### config.mk
export PLATFORM = sky130hd
export DESIGN_NAME = instr_mem_sync_flat
export DESIGN_NICKNAME = d
export VERILOG_FILES = /design/src/rtl/mips_mem_pkg.sv /design/src/rtl/instr_mem_sync_if.sv /design/src/rtl/instr_mem_array.sv /design/src/rtl/instr_mem_sync.sv /design/src/flat_wrapper.sv
export SDC_FILE = /design/constraint.sdc
export NUM_CORES = 2
export LEC_CHECK = 0
export CAP_MARGIN = 5
export CORE_MARGIN = 2
export CORE_UTILIZATION = 62
export DETAILED_ROUTE_END_ITERATION = 8
export GPL_TIMING_DRIVEN = 0
export PLACE_DENSITY_LB_ADDON = 0.3
export REMOVE_ABC_BUFFERS = 1
export SLEW_MARGIN = 30
export SYNTH_ARGS = -nofsm -noshare
export SYNTH_HDL_FRONTEND = slang
export SYNTH_HIERARCHICAL = 1
export SYNTH_SLANG_ARGS = --single-unit
### constraint.sdc
create_clock -name clk -period 4.2 [get_ports clk]
set_clock_uncertainty 0.05 [all_clocks]
set_input_delay 0.84 -clock clk [delete_from_list [all_inputs] [get_ports clk]]
set_output_delay 0.84 -clock clk [all_outputs]
set_load 0.01 [all_outputs]
### src/rtl/mips_mem_pkg.sv
// Shared constants and elaboration helpers for the MIPS instruction memory.
package mips_mem_pkg;

  // sll $0,$0,0 -- the canonical MIPS no-op
  localparam logic [31:0] NOP_WORD_DEF = 32'h0000_0000;

  // Per-response status carried alongside the fetched word
  typedef struct packed {
    logic valid;
    logic addr_fault;
    logic misalign;
  } fetch_flags_t;

  // Ceiling log2, usable in parameter expressions
  function automatic int unsigned clog2(input int unsigned value);
    int unsigned result;
    result = 0;
    for (int unsigned i = 0; i < 32; i++) begin
      if ((64'(1) << i) < 64'(value)) result = i + 1;
    end
    return result;
  endfunction

  // Number of byte-offset bits inside one instruction word
  function automatic int unsigned off_w(input int unsigned data_w);
    return clog2(data_w / 8);
  endfunction

endpackage

### src/rtl/instr_mem_sync_if.sv
// Fetch and load bus of the instruction memory.
interface instr_mem_sync_if #(
  parameter int unsigned ADDR_W = 32,
  parameter int unsigned DATA_W = 32
);
  logic              fetch_en;
  logic              stall;
  logic              flush;
  logic [ADDR_W-1:0] pc;
  logic [DATA_W-1:0] instr;
  logic              instr_valid;
  logic              addr_fault;
  logic              misalign;
  logic              load_we;
  logic [ADDR_W-1:0] load_addr;
  logic [DATA_W-1:0] load_data;
  logic              load_err;

  modport master (
    output fetch_en, stall, flush, pc, load_we, load_addr, load_data,
    input  instr, instr_valid, addr_fault, misalign, load_err
  );

  modport slave (
    input  fetch_en, stall, flush, pc, load_we, load_addr, load_data,
    output instr, instr_valid, addr_fault, misalign, load_err
  );
endinterface

### src/rtl/instr_mem_array.sv
// DEPTH x DATA_W storage with one read-first synchronous read port and one
// write port. Contents are not reset; programs are loaded through the write
// port.
module instr_mem_array
  import mips_mem_pkg::*;
#(
  parameter int unsigned DATA_W = 32,
  parameter int unsigned DEPTH  = 64,
  parameter int unsigned IDX_W  = clog2(DEPTH)
) (
  input  logic              clk,
  input  logic              rd_en,
  input  logic [IDX_W-1:0]  rd_idx,
  output logic [DATA_W-1:0] rd_data,
  input  logic              wr_en,
  input  logic [IDX_W-1:0]  wr_idx,
  input  logic [DATA_W-1:0] wr_data
);

  logic [DATA_W-1:0] mem [DEPTH];

  // Write port
  always_ff @(posedge clk) begin
    if (wr_en) mem[wr_idx] <= wr_data;
  end

  // Read port; samples the pre-write word on a same-edge collision
  always_ff @(posedge clk) begin
    if (rd_en) rd_data <= mem[rd_idx];
  end

endmodule

### src/rtl/instr_mem_sync.sv
// Synchronous-read instruction memory for the pipelined MIPS fetch stage.
// Optional build macro INSTR_MEM_WRAP_EN: indices wrap modulo DEPTH, no
// out-of-range faults are reported (legacy behaviour).
module instr_mem_sync
  import mips_mem_pkg::*;
#(
  parameter int unsigned       DATA_W   = 32,
  parameter int unsigned       DEPTH    = 64,
  parameter int unsigned       ADDR_W   = 32,
  parameter logic [DATA_W-1:0] NOP_WORD = DATA_W'(NOP_WORD_DEF)
) (
  input  logic             clk,
  input  logic             rst_n,
  instr_mem_sync_if.slave  bus
);

  localparam int unsigned       OFF_W    = off_w(DATA_W);
  localparam int unsigned       IDX_W    = clog2(DEPTH);
  localparam int unsigned       SPAN_W   = OFF_W + IDX_W;
  localparam logic [ADDR_W-1:0] OFF_MASK = ADDR_W'((64'(1) << OFF_W) - 64'(1));

  logic              fetch_mis_c;
  logic              fetch_oor_c;
  logic              load_mis_c;
  logic              load_oor_c;
  logic [IDX_W-1:0]  fetch_idx_c;
  logic [IDX_W-1:0]  load_idx_c;
  logic              rd_en_c;
  logic              wr_ok_c;
  logic [DATA_W-1:0] rd_data;

  fetch_flags_t flags_q, flags_d;
  logic         mem_sel_q, mem_sel_d;
  logic         load_err_q;
  logic         rst_done_q;

  // Address decode: word index, byte-offset check, range check
  assign fetch_idx_c = IDX_W'(bus.pc >> OFF_W);
  assign load_idx_c  = IDX_W'(bus.load_addr >> OFF_W);
  assign fetch_mis_c = (bus.pc & OFF_MASK) != '0;
  assign load_mis_c  = (bus.load_addr & OFF_MASK) != '0;
`ifdef INSTR_MEM_WRAP_EN
  assign fetch_oor_c = 1'b0;
  assign load_oor_c  = 1'b0;
`else
  assign fetch_oor_c = (bus.pc >> SPAN_W) != '0;
  assign load_oor_c  = (bus.load_addr >> SPAN_W) != '0;
`endif

  // Writes are blocked in reset and on the edge that releases it
  assign wr_ok_c = bus.load_we & ~load_mis_c & ~load_oor_c;

  // Next response state from stall / fetch / flush
  always_comb begin
    flags_d   = flags_q;
    mem_sel_d = mem_sel_q;
    rd_en_c   = 1'b0;
    if (!bus.stall) begin
      if (bus.fetch_en) begin
        if (bus.flush) begin
          flags_d   = '0;
          mem_sel_d = 1'b0;
        end else begin
          flags_d.valid      = 1'b1;
          flags_d.addr_fault = fetch_oor_c;
          flags_d.misalign   = fetch_mis_c;
          mem_sel_d          = ~(fetch_oor_c | fetch_mis_c);
          rd_en_c            = ~(fetch_oor_c | fetch_mis_c);
        end
      end else begin
        flags_d = '0;
      end
    end
  end

  // Response and load-status registers
  always_ff @(posedge clk or negedge rst_n) begin
    if (!rst_n) begin
      flags_q    <= '0;
      mem_sel_q  <= 1'b0;
      load_err_q <= 1'b0;
      rst_done_q <= 1'b0;
    end else begin
      flags_q    <= flags_d;
      mem_sel_q  <= mem_sel_d;
      load_err_q <= bus.load_we & (load_mis_c | load_oor_c);
      rst_done_q <= 1'b1;
    end
  end

  instr_mem_array #(
    .DATA_W (DATA_W),
    .DEPTH  (DEPTH),
    .IDX_W  (IDX_W)
  ) u_array (
    .clk     (clk),
    .rd_en   (rd_en_c),
    .rd_idx  (fetch_idx_c),
    .rd_data (rd_data),
    .wr_en   (wr_ok_c & rst_done_q),
    .wr_idx  (load_idx_c),
    .wr_data (bus.load_data)
  );

  // Word register holds its last read while the selector picks NOP on faults
  assign bus.instr       = mem_sel_q ? rd_data : NOP_WORD;
  assign bus.instr_valid = flags_q.valid;
  assign bus.addr_fault  = flags_q.addr_fault;
  assign bus.misalign    = flags_q.misalign;
  assign bus.load_err    = load_err_q;

endmodule

### src/flat_wrapper.sv
// flat-port wrapper written by rule: the top's interface ports become plain ports
module instr_mem_sync_flat import mips_mem_pkg::*;
#(
  parameter int unsigned       DATA_W   = 32,
  parameter int unsigned       DEPTH    = 64,
  parameter int unsigned       ADDR_W   = 32,
  parameter logic [DATA_W-1:0] NOP_WORD = DATA_W'(NOP_WORD_DEF)
)
  (clk, rst_n, bus_fetch_en, bus_stall, bus_flush, bus_pc, bus_load_we, bus_load_addr, bus_load_data, bus_instr, bus_instr_valid, bus_addr_fault, bus_misalign, bus_load_err);
  instr_mem_sync_if #(.ADDR_W(ADDR_W), .DATA_W(DATA_W)) bus_i ();
  input  logic clk;
  input  logic rst_n;
  input wire logic [$bits(bus_i.fetch_en)-1:0] bus_fetch_en;
  input wire logic [$bits(bus_i.stall)-1:0] bus_stall;
  input wire logic [$bits(bus_i.flush)-1:0] bus_flush;
  input wire logic [$bits(bus_i.pc)-1:0] bus_pc;
  input wire logic [$bits(bus_i.load_we)-1:0] bus_load_we;
  input wire logic [$bits(bus_i.load_addr)-1:0] bus_load_addr;
  input wire logic [$bits(bus_i.load_data)-1:0] bus_load_data;
  output wire logic [$bits(bus_i.instr)-1:0] bus_instr;
  output wire logic [$bits(bus_i.instr_valid)-1:0] bus_instr_valid;
  output wire logic [$bits(bus_i.addr_fault)-1:0] bus_addr_fault;
  output wire logic [$bits(bus_i.misalign)-1:0] bus_misalign;
  output wire logic [$bits(bus_i.load_err)-1:0] bus_load_err;
  assign bus_i.fetch_en = bus_fetch_en;
  assign bus_i.stall = bus_stall;
  assign bus_i.flush = bus_flush;
  assign bus_i.pc = bus_pc;
  assign bus_i.load_we = bus_load_we;
  assign bus_i.load_addr = bus_load_addr;
  assign bus_i.load_data = bus_load_data;
  assign bus_instr = bus_i.instr;
  assign bus_instr_valid = bus_i.instr_valid;
  assign bus_addr_fault = bus_i.addr_fault;
  assign bus_misalign = bus_i.misalign;
  assign bus_load_err = bus_i.load_err;
  instr_mem_sync #(.DATA_W(DATA_W), .DEPTH(DEPTH), .ADDR_W(ADDR_W), .NOP_WORD(NOP_WORD)) u_core (.clk(clk), .rst_n(rst_n), .bus(bus_i));
endmodule
==> flow_metrics.tcl <==
set metrics [dict create \
    slew_viol_final 0 \
    ys_top_cells_by_area "edfxtp_1 (79%), mux4_2 (15%), mux2i_1 (1.2%), nor2_1 (0.67%), o22ai_1 (0.66%)" \
    die_h_um 361.9 \
    r2r_start "u_core/rst_done_q" \
    portBuffers 137 \
    clk_latency_ns 0.84 \
    finalCritPeriodShare_pct 100.1 \
    synth_cells 3399 \
    place.gp.congestion 0.8046 \
    grt.total_usage_pct 34.81 \
    rsz0062_at_grt "no" \
    power_density_mw_per_mm2 453.4 \
    grt_pass1_wl_um 312300 \
    path_max_fanout 12 \
    drtIter0Drc 6907 \
    top_level_ports 138 \
    min-delay-start "bus_load_data[29]" \
    maxSlewHeadroom_pct 25.06 \
    grt_pass1_vias 41483 \
    place_hpwl_um 124900 \
    cts-root-buf "clkbuf_16" \
    yosysTopAreaCell "edfxtp_1" \
    dr.pass1.iters 6 \
    synth_area_per_cell_um2 23.37 \
    clkSinkCount 2086 \
    wl_per_cell_um 40.21 \
    synth-edff-count 2080 \
    cts_tree "yes" \
    fin_cells 5547 \
    grt_antenna_before_repair 11 \
    hold_viol 0 \
    grt_max_degree 87 \
    vdd_drop_max_mv 0.4726 \
    cts_buffers 192 \
    fin_nets 3825 \
    die_area_mm2 0.1310 \
    std_cell_rows 131 \
    tightestPinTransition_ns 1.124 \
    dp.cells 5187 \
    critical_path_arrival_ns 4.68 \
    synth_top_area_share_pct 78.64 \
    antenna_left 0 \
    gr-total-overflow 0 \
    cp_data_required_time_ns 4.68 \
    yosys_warnings 6 \
    p_leak_nw 29.02 \
    yosysUniqueCellTypes 44 \
    drive_gt1_share_pct 28.92 \
    vias 40607 \
    startpoint "bus_load_addr[8]" \
    path_clk_slew_ns 0.06 \
    syn-cell-area_mm2 0.07942 \
    ctsHtreeMaxLevel 4 \
    remaining_drc_errors 0 \
    status "finished with violations" \
    setup_violations 3 \
    totalWireLength_um 223000 \
    max_freq_mhz 237.9 \
    die_width_um 361.9 \
    cts_hold_buffers 0 \
    synthArstFlopShare_pct 0.2876 \
    initial_core_util_pct 62.36 \
    ys.flop_type "edfxtp_1" \
    path_class "in2reg" \
    core-area_mm2 0.1274 \
    ys_ff_latch 2086 \
    finalCriticalPeriod_ns 4.203 \
    final.setup.tns_ns -0.005805 \
    violations "negative setup slack" \
    clockBufferDepth 3 \
    synth_seq_area_share_pct 78.83 \
    vias_per_cell 7.321 \
    setup_slack_ns -0.003300 \
    crit_path_end_kind "flop" \
    area_delta_synth_final_pct 16.95 \
    final_core_util_pct 72.93 \
    cap_violations 0 \
    hold_class "in2reg" \
    critPathLaunchType "input port" \
]
==> cell usage in the layout (no fill, tap or decap), types with 33 or more instances in the layout <==
cell type / count
edfxtp_1: 2080
mux4_2: 544
clkbuf_16: 195
buf_16: 139
clkdlybuf4s50_1: 100
mux2i_1: 93
o22ai_1: 83
nor2_1: 79
nor2_4: 63
a21oi_1: 58
clkinv_1: 45
clkinv_2: 36
buf_4: 35
clkbuf_1: 34
and2_1: 33
==> cells by family after synthesis <==
family          Yosys count  synth area share, %
mux                     637                16.60
flops                  2086                78.83
other cells               1             0.004722
compound gates          207                1.709
buf+inv                 185                1.130
simple gates            283                1.727
==> sequential cells by signal, summed over array words and instances, names as in the netlist <==
| signal | cells |
|---|---|
| u_core/u_array/mem | 2048 |
| u_core/u_array/rd_data | 32 |
| u_core/bus.addr_fault | 1 |
| u_core/bus.instr_valid | 1 |
| u_core/bus.load_err | 1 |
| u_core/bus.misalign | 1 |
| u_core/mem_sel_q | 1 |
| u_core/rst_done_q | 1 |
==> where the power goes <==
group | internal, mW | switching (mW)
sequential | 22.9 | 0.00167
clock | 9.49 | 7.64
combinational | 0.780 | 1.31
total | 33.2 | 8.95
==> routing by layer <==
metal	track usage (%)	up-vias	part of all wire, %
met5	0	-	0.056
met4	18.73	12	6.1
met3	9.574	731	13
met2	55.74	3582	49
met1	43.96	21044	31
li1	-	15238	-
==> through the flow <==
stage | worst slack (ns) | hold WS, ns | power (mW) | area, µm²
after floorplan | -0.4468 | 0.4635 | 24.12 | 78530
after global placement | -33.72 | 0.4110 | 26.79 | 81980
after detailed placement | -1.077 | 0.4243 | 25.31 | 86660
after CTS | 0.04604 | 0.1626 | 42.18 | 92820
after global routing | 0.007085 | 0.1776 | 42.98 | 92870
final | -0.003300 | 0.1994 | 42.12 | 92890
==> critical path: stages <==
cell and delay (ns):
clkdlybuf4s50_1 0.42, nor4_1 0.33, nand4_1 0.17, nor2_1 0.19, and3_1 0.51, nand3_1 0.85
nor2_4 0.92, buf_16 0.25, buf_16 0.18
==> cell usage after synthesis, drive strengths merged (6+ instances only) <==
cell type / n
nor3: 8
a22oi: 12
edfxtp: 2080
o22ai: 84
mux2i: 93
buf: 108
a311oi: 8
nor2: 142
nand2: 30
nand2b: 9
dfrtp: 6
nand3: 7
nor2b: 16
o221ai: 27
clkbuf: 77
a21oi: 62
and2: 34
nor4: 10
mux4: 544
==> cell type report <==
| type | instances | area [µm²] |
|---|---|---|
| clock inverters | 121 | 1072 |
| fillers | 6480 | 34470 |
| diodes | 6 | 15.01 |
| well taps | 1662 | 2079 |
| repair buffers | 315 | 5629 |
| flip-flops and latches | 2086 | 62610 |
| multi-input cells | 1128 | 16470 |
| clock buffers | 229 | 5007 |
==> worst paths after layout <==
path,end,slack (ns),cells after the start
setup / recovery,u_core/u_array/mem[57][7],-0.003,9
hold / removal,u_core/u_array/mem[11][29],0.20,1
setup reg to reg,u_core/u_array/mem[57][7],0.84,5
hold reg to reg,u_core/bus.instr_valid,0.43,1
max in group asynchronous,u_core/mem_sel_q,3.62,1
min in group asynchronous,u_core/bus.load_err,0.22,1
==> timing repair <==
action	CTS	global route
setup buffers	0	1
resized for setup	2	4
endpoints found under the setup margin	24	29
pin swaps	1	2
cloned	2	0
Note: power is estimated with default switching activity, not from simulation.
